### config.mk
export PLATFORM = sky130hd
export DESIGN_NAME = sdram_arbiter
export DESIGN_NICKNAME = d
export VERILOG_FILES = /design/src/rtl/sdram_arbiter.sv
export SDC_FILE = /design/constraint.sdc
export NUM_CORES = 1
export LEC_CHECK = 0
export BUFFER_PORTS_ARGS = -buffer_cell sky130_fd_sc_hd__buf_2
export CAP_MARGIN = 20
export CORE_MARGIN = 5
export CORE_UTILIZATION = 39
export CTS_CLUSTER_DIAMETER = 40
export DETAILED_ROUTE_END_ITERATION = 12
export PLACE_DENSITY = 0.81
export SLEW_MARGIN = 20
export SYNTH_ARGS = -nofsm -noshare
export SYNTH_HDL_FRONTEND = slang
export SYNTH_SLANG_ARGS = --single-unit
### constraint.sdc
create_clock -name clk -period 2 [get_ports clk]
set_input_delay 0.4 -clock clk [delete_from_list [all_inputs] [get_ports clk]]
set_output_delay 0.4 -clock clk [all_outputs]
set_load 0.02 [all_outputs]
### src/rtl/sdram_arbiter.sv
// sdram_arbiter: shares one SDRAM PHY command bus among the init, refresh,
// write and read engines. The bus belongs to the init engine until it
// reports done. After that a refresh interval timer runs, and one engine at a
// time gets a registered one-cycle grant pulse.
// Optional build macro: SDRAM_ARB_RR_EN. It adds write/read round-robin when
// both request together. Without it the priority is fixed: refresh > write > read.
//
// Handshake: i_wr_req / i_rd_req are levels held until granted and are only
// looked at while arbitrating. o_*_en is a one-cycle pulse in the first cycle
// of the granted state. The engine owns the bus until its i_*_end pulse, and
// an *_end pulse from an engine that does not own the bus is ignored.
module sdram_arbiter #(
  parameter int REF_PERIOD = 780,
  parameter int REF_CNT_W  = 10
) (
  input  logic        clk,
  input  logic        rst,
  input  logic        i_init_done,
  input  logic [3:0]  i_init_cmds,
  input  logic [10:0] i_init_addr,
  input  logic [1:0]  i_init_ba,
  output logic        o_ref_en,
  input  logic        i_ref_end,
  input  logic [3:0]  i_ref_cmds,
  input  logic [10:0] i_ref_addr,
  input  logic [1:0]  i_ref_ba,
  input  logic        i_wr_req,
  output logic        o_wr_en,
  input  logic        i_wr_end,
  input  logic [3:0]  i_wr_cmds,
  input  logic [10:0] i_wr_addr,
  input  logic [1:0]  i_wr_ba,
  input  logic        i_rd_req,
  output logic        o_rd_en,
  input  logic        i_rd_end,
  input  logic [3:0]  i_rd_cmds,
  input  logic [10:0] i_rd_addr,
  input  logic [1:0]  i_rd_ba,
  output logic [3:0]  sdr_cmds,
  output logic [10:0] sdr_addr,
  output logic [1:0]  sdr_ba,
  output logic        o_ref_overrun,
  output logic [2:0]  o_dbg_state,
  output logic        o_dbg_ref_pending
);

  localparam logic [3:0] CMD_NOP = 4'b0111;

  typedef enum logic [2:0] {
    ST_INIT = 3'd0,
    ST_ARB  = 3'd1,
    ST_REF  = 3'd2,
    ST_WR   = 3'd3,
    ST_RD   = 3'd4
  } state_t;

  state_t               state_q, state_d;
  logic                 ref_en_q, ref_en_d;
  logic                 wr_en_q, wr_en_d;
  logic                 rd_en_q, rd_en_d;
  logic [REF_CNT_W-1:0] ref_cnt_q, ref_cnt_d;
  logic                 ref_pending_q, ref_pending_d;
  logic                 ref_overrun_q, ref_overrun_d;
  logic                 ref_clr;
  logic                 ref_wrap;
  logic                 cnt_run;
  logic                 wr_wins;

`ifdef SDRAM_ARB_RR_EN
  // last_grant: 0 = write was granted last, 1 = read was granted last
  logic                 last_grant_q, last_grant_d;

  // Write wins alone, or on a tie when the read engine had the previous grant
  always_comb begin
    wr_wins = i_wr_req && (!i_rd_req || last_grant_q);
  end
`else
  // Fixed priority: write always beats read
  always_comb begin
    wr_wins = i_wr_req;
  end
`endif

  // Next-state and grant decode; refresh is checked first in arbitration
  always_comb begin
    state_d  = state_q;
    ref_en_d = 1'b0;
    wr_en_d  = 1'b0;
    rd_en_d  = 1'b0;
    ref_clr  = 1'b0;
`ifdef SDRAM_ARB_RR_EN
    last_grant_d = last_grant_q;
`endif
    case (state_q)
      ST_INIT: if (i_init_done) state_d = ST_ARB;
      ST_ARB: begin
        if (ref_pending_q) begin
          state_d  = ST_REF;
          ref_en_d = 1'b1;
          ref_clr  = 1'b1;
        end else if (wr_wins) begin
          state_d = ST_WR;
          wr_en_d = 1'b1;
`ifdef SDRAM_ARB_RR_EN
          last_grant_d = 1'b0;
`endif
        end else if (i_rd_req) begin
          state_d = ST_RD;
          rd_en_d = 1'b1;
`ifdef SDRAM_ARB_RR_EN
          last_grant_d = 1'b1;
`endif
        end
      end
      ST_REF:  if (i_ref_end) state_d = ST_ARB;
      ST_WR:   if (i_wr_end)  state_d = ST_ARB;
      ST_RD:   if (i_rd_end)  state_d = ST_ARB;
      default: state_d = ST_INIT;
    endcase
  end

  // Refresh interval timer; a wrap beats a same-cycle clear of the pending flag
  always_comb begin
    cnt_run  = (state_q != ST_INIT);
    ref_wrap = cnt_run && (ref_cnt_q == REF_CNT_W'(REF_PERIOD - 1));
    if (!cnt_run)     ref_cnt_d = ref_cnt_q;
    else if (ref_wrap) ref_cnt_d = '0;
    else               ref_cnt_d = ref_cnt_q + REF_CNT_W'(1);
    if (ref_wrap)      ref_pending_d = 1'b1;
    else if (ref_clr)  ref_pending_d = 1'b0;
    else               ref_pending_d = ref_pending_q;
    ref_overrun_d = ref_overrun_q | (ref_wrap & ref_pending_q);
  end

  // State, grant, timer and sticky flag registers
  always_ff @(posedge clk) begin
    if (rst) begin
      state_q       <= ST_INIT;
      ref_en_q      <= 1'b0;
      wr_en_q       <= 1'b0;
      rd_en_q       <= 1'b0;
      ref_cnt_q     <= '0;
      ref_pending_q <= 1'b0;
      ref_overrun_q <= 1'b0;
`ifdef SDRAM_ARB_RR_EN
      last_grant_q  <= 1'b1;
`endif
    end else begin
      state_q       <= state_d;
      ref_en_q      <= ref_en_d;
      wr_en_q       <= wr_en_d;
      rd_en_q       <= rd_en_d;
      ref_cnt_q     <= ref_cnt_d;
      ref_pending_q <= ref_pending_d;
      ref_overrun_q <= ref_overrun_d;
`ifdef SDRAM_ARB_RR_EN
      last_grant_q  <= last_grant_d;
`endif
    end
  end

  // PHY mux driven from the registered state; NOP while arbitrating
  always_comb begin
    sdr_cmds = CMD_NOP;
    sdr_addr = '0;
    sdr_ba   = '0;
    case (state_q)
      ST_INIT: begin sdr_cmds = i_init_cmds; sdr_addr = i_init_addr; sdr_ba = i_init_ba; end
      ST_REF:  begin sdr_cmds = i_ref_cmds;  sdr_addr = i_ref_addr;  sdr_ba = i_ref_ba;  end
      ST_WR:   begin sdr_cmds = i_wr_cmds;   sdr_addr = i_wr_addr;   sdr_ba = i_wr_ba;   end
      ST_RD:   begin sdr_cmds = i_rd_cmds;   sdr_addr = i_rd_addr;   sdr_ba = i_rd_ba;   end
      default: begin sdr_cmds = CMD_NOP;     sdr_addr = '0;          sdr_ba = '0;        end
    endcase
  end

  assign o_ref_en          = ref_en_q;
  assign o_wr_en           = wr_en_q;
  assign o_rd_en           = rd_en_q;
  assign o_ref_overrun     = ref_overrun_q;
  assign o_dbg_state       = state_q;
  assign o_dbg_ref_pending = ref_pending_q;

endmodule

==> results.txt <==
Among all stages on the critical path, the largest delay is contributed by dfxtp_4. The slew of the pin with the lowest slew margin is 0.377 ns, and the standard-cell row count is 20. The highest attainable clock frequency came out at 511 MHz.

Counting stages on the worst path, the most repeated cell is o22a_1. The tools report the sequential cell area in the final layout as 367 µm². The power density over the cells was 543 mW/mm². The number of placed I/O pins was 101. The cell sitting at the root of the clock tree is a clkbuf_4. Along the worst hold path, the cell count comes to 2. The first global-routing pass estimated 6290 µm of wire. Data arrives at the worst endpoint at 1.56 ns. The run gives 0.175 as the total routing resource utilization after global routing. The reg-to-reg critical path endpoint was o_dbg_state[2]$_SDFFE_PP0P_. The tools report the start point of the worst hold path as rst.

The die covers 0.00438 mm². Input and output buffers added on the ports amount to 100. On the worst path, the slowest cell contributes a delay of 0.40 ns. Average cell area after synthesis: 7.74 µm². The vertical die dimension is 66.2 µm.

The average via count per standard cell works out to 5.17. The final layout contains 340 nets. Measured in cells, the most critical reg-to-reg path has a length of 5. Data on the critical path is required at its endpoint by 1.60 ns. Synthesis inferred 18 register bits.

The count of nets left with antenna violations once routing finished came out at 0. Setup violations remaining at the end of the flow were counted as 0. Effective utilization at floorplan: 0.403.

Among cell families on the critical path, the largest total delay comes from flip-flops. TritonCTS created 3 clock buffers. The run gives 159 as the number of standard cells after synthesis.

The HPWL after detailed placement is 3270 µm. 0 antenna diodes ended up in the layout. Area used by multi-input combinational logic: 856 µm². Relative to the synthesized area, the layout overhead comes to 56.2%.

The setup path with the least slack is of type reg2out. The final critical path time including I/O delays and setup is 1.96 ns. The type of origin of the critical path was a flip-flop. The run gives 18 as the number of clock sinks seen by CTS. For this block, the routed nets add up to 4150 µm of wire.

The final cell count without fillers was 306; the die width was 66.2 µm. The share of post-route cells with drive strength above 1 was 0.477; the tightest slew margin relative to the limit was 0.745. The worst path buffer plus inverter count is 1.

Across the run, the number of max-cap violations was 0. The leakage power came out at 0.914 nW. The overflow left after global routing is 0, and the count of pins over their slew limit is 0. In the routed design, unresolved DRC markers number 0. The pre-antenna-repair detailed-routing pass consisted of 4 iterations. Utilization after layout: 0.630.

The logs give 1,509 for the via count of the first global-routing pass and 1,583 for the via count. The library cells used most frequently in the layout, excluding fill and tap cells, are buf_2 (98), a22oi_1 (28), nand2_1 (21), nor2_1 (17), dfxtp_1 (15). The logs give 299 for the instance count after placement with tap cells included and 0.26 ns for the register-to-register path setup slack. The detail-routed net length per standard cell is 13.6 µm, and the distinct cell type count of the synthesized netlist is 34. The number of synthesis warnings was 0; the number of levels the H-tree was split into was 1.

Sort of element at the end of the critical path: an output pin. The tools report the number of antenna violations at the first check in global routing as 0. TritonCTS built the clock tree. Entering global routing, the biggest net connects 24 pins. The run gives 0.793 as the weighted congestion reported at the end of routability-driven placement. The worst-skew pair later-pin latency was 0.28 ns. The net count of the mapped netlist came out at 236. Walking the worst path, the cells encountered are mux2_2 -> o22a_1 -> o22a_1 -> buf_4.

The min-delay analysis places its worst path in the category in2reg. Setup repair after global routing could not meet its margin everywhere. After floorplanning, the core was sized to cover 0.00305 mm². Leaving out fill and tap cells, the most frequent cell in the layout is buf_2.

The maximum fanout count along the critical path was 6; the share of the clock period used by the worst path was 0.979. The path with the worst hold slack has its endpoint at o_dbg_ref_pending$_SDFFE_PP0P_. The share of the yosys chip area belonging to registers was 0.293.

The tools report the beginning of the worst register-to-register path as o_dbg_state[1]$_SDFFE_PP0P_. The number of fill cells in the layout is 286. For this block, the initial DRC count from the detailed router was 59. The tools report the clock skew after layout as 0.00531 ns.

The number of buffers on the longest clock path is 2, and the worst IR drop on VDD is 0.000297 V. The tools report the post-synthesis instance area as 0.00123 mm². The flow ran to the end, and the final reports show no timing, DRC or antenna violations. The clock slew at the register clock pins of the worst setup and hold paths was 0.10 ns. The number of hold violations in the final report is 0.
==> report_power, final <==
| part | internal, W | total [W] | switching (W) |
|---|---|---|---|
| clock network | 0.000111 | 0.000216 | 0.000105 |
| registers | 0.000371 | 0.000391 | 0.0000194 |
| logic | 0.000201 | 0.000438 | 0.000238 |
| total | 0.000682 | 0.00104 | 0.000362 |
==> per-layer routing <==
metal	track usage	vias to the layer above	wire length, µm
li1	-	799	-
met1	0.194	698	1570
met2	0.326	82	2040
met3	0.0595	4	488
met4	0.0254	0	53
met5	0	-	0
==> state kept, by name, indices dropped and copies added, names as in the netlist <==
name               count
o_wr_en                1
o_ref_en               1
ref_cnt_q             10
o_ref_overrun          1
o_dbg_state            3
o_rd_en                1
o_dbg_ref_pending      1
==> Yosys cell counts (all sizes together) <==
master   instances  area share
a211oi           3       0.018
a21oi            6       0.024
a22oi           28        0.17
a311oi           1      0.0071
and2             1      0.0051
buf              7       0.027
clkbuf           3      0.0091
dfxtp           18        0.29
ha               1       0.010
inv              3      0.0091
mux2             2       0.018
mux2i            3       0.024
nand2           21       0.064
nand2b           4       0.020
nand3            2      0.0081
nand4            3       0.015
nor2            18       0.055
nor2b            3       0.015
nor3             4       0.016
nor3b            1      0.0061
nor4             2       0.010
nor4b            3       0.021
nor4bb           1      0.0081
o21ba            1      0.0081
o21bai           1      0.0061
o22a             5       0.036
o22ai            1      0.0051
o2bb2ai          1      0.0071
or2              1      0.0071
or3              2       0.010
or3b             1      0.0071
xnor2            6       0.043
xor2             2       0.014
==> what timing repair did <==
item,4_1_cts,5_1_grt
hold buffers,0,0
pin swaps,1,1
gates cloned,0,1
setup endpoints to repair,14,17
buffers inserted,1,1
gates resized for setup,6,9
==> stage by stage <==
| stage | TNS [ns] | worst slack, ns | instance area (µm²) | hold slack, ns | total power, W |
|---|---|---|---|---|---|
| 2_1_floorplan | 0 | 0.0932 | 1240 | 0.447 | 0.000639 |
| 3_3_place_gp | -0.00293 | -0.00293 | 1800 | 0.464 | 0.000804 |
| 3_5_place_dp | -0.412 | -0.0448 | 1800 | 0.472 | 0.000809 |
| 4_1_cts | 0 | 0.00457 | 1870 | 0.365 | 0.00104 |
| 5_1_grt | -0.0259 | -0.0142 | 1920 | 0.375 | 0.00111 |
| 6_report | 0 | 0.0412 | 1920 | 0.372 | 0.00104 |
==> cell type report <==
cell class | count | share of cell area
repair buffers | 108 | 0.311
well taps | 44 | 0.0286
multi-input cells | 129 | 0.445
flip-flops and latches | 18 | 0.191
clock buffers | 4 | 0.0189
inverters | 3 | 0.00586
==> how the worst max path moves through the flow <==
stage	startpoint	to	depth (start not counted)
floorplan	o_dbg_state[2]$_SDFFE_PP0P_	sdr_cmds[1]	4
global placement	o_dbg_state[2]$_SDFFE_PP0P_	sdr_addr[1]	5
detailed placement	o_dbg_state[2]$_SDFFE_PP0P_	sdr_addr[1]	5
CTS	o_dbg_state[2]$_SDFFE_PP0P_	sdr_cmds[1]	4
finish	o_dbg_state[2]$_SDFFE_PP0P_	sdr_cmds[1]	4
global route	o_dbg_state[2]$_SDFFE_PP0P_	sdr_cmds[1]	4
==> kinds of logic after synthesis <==
group	Yosys count	synth area share
xor+xnor	8	0.0569
flops	18	0.293
fa+ha+maj	1	0.0102
buf+inv	13	0.0457
mux	5	0.0427
simple gates	67	0.269
compound gates	47	0.283
(Power assumes the default switching activity.)
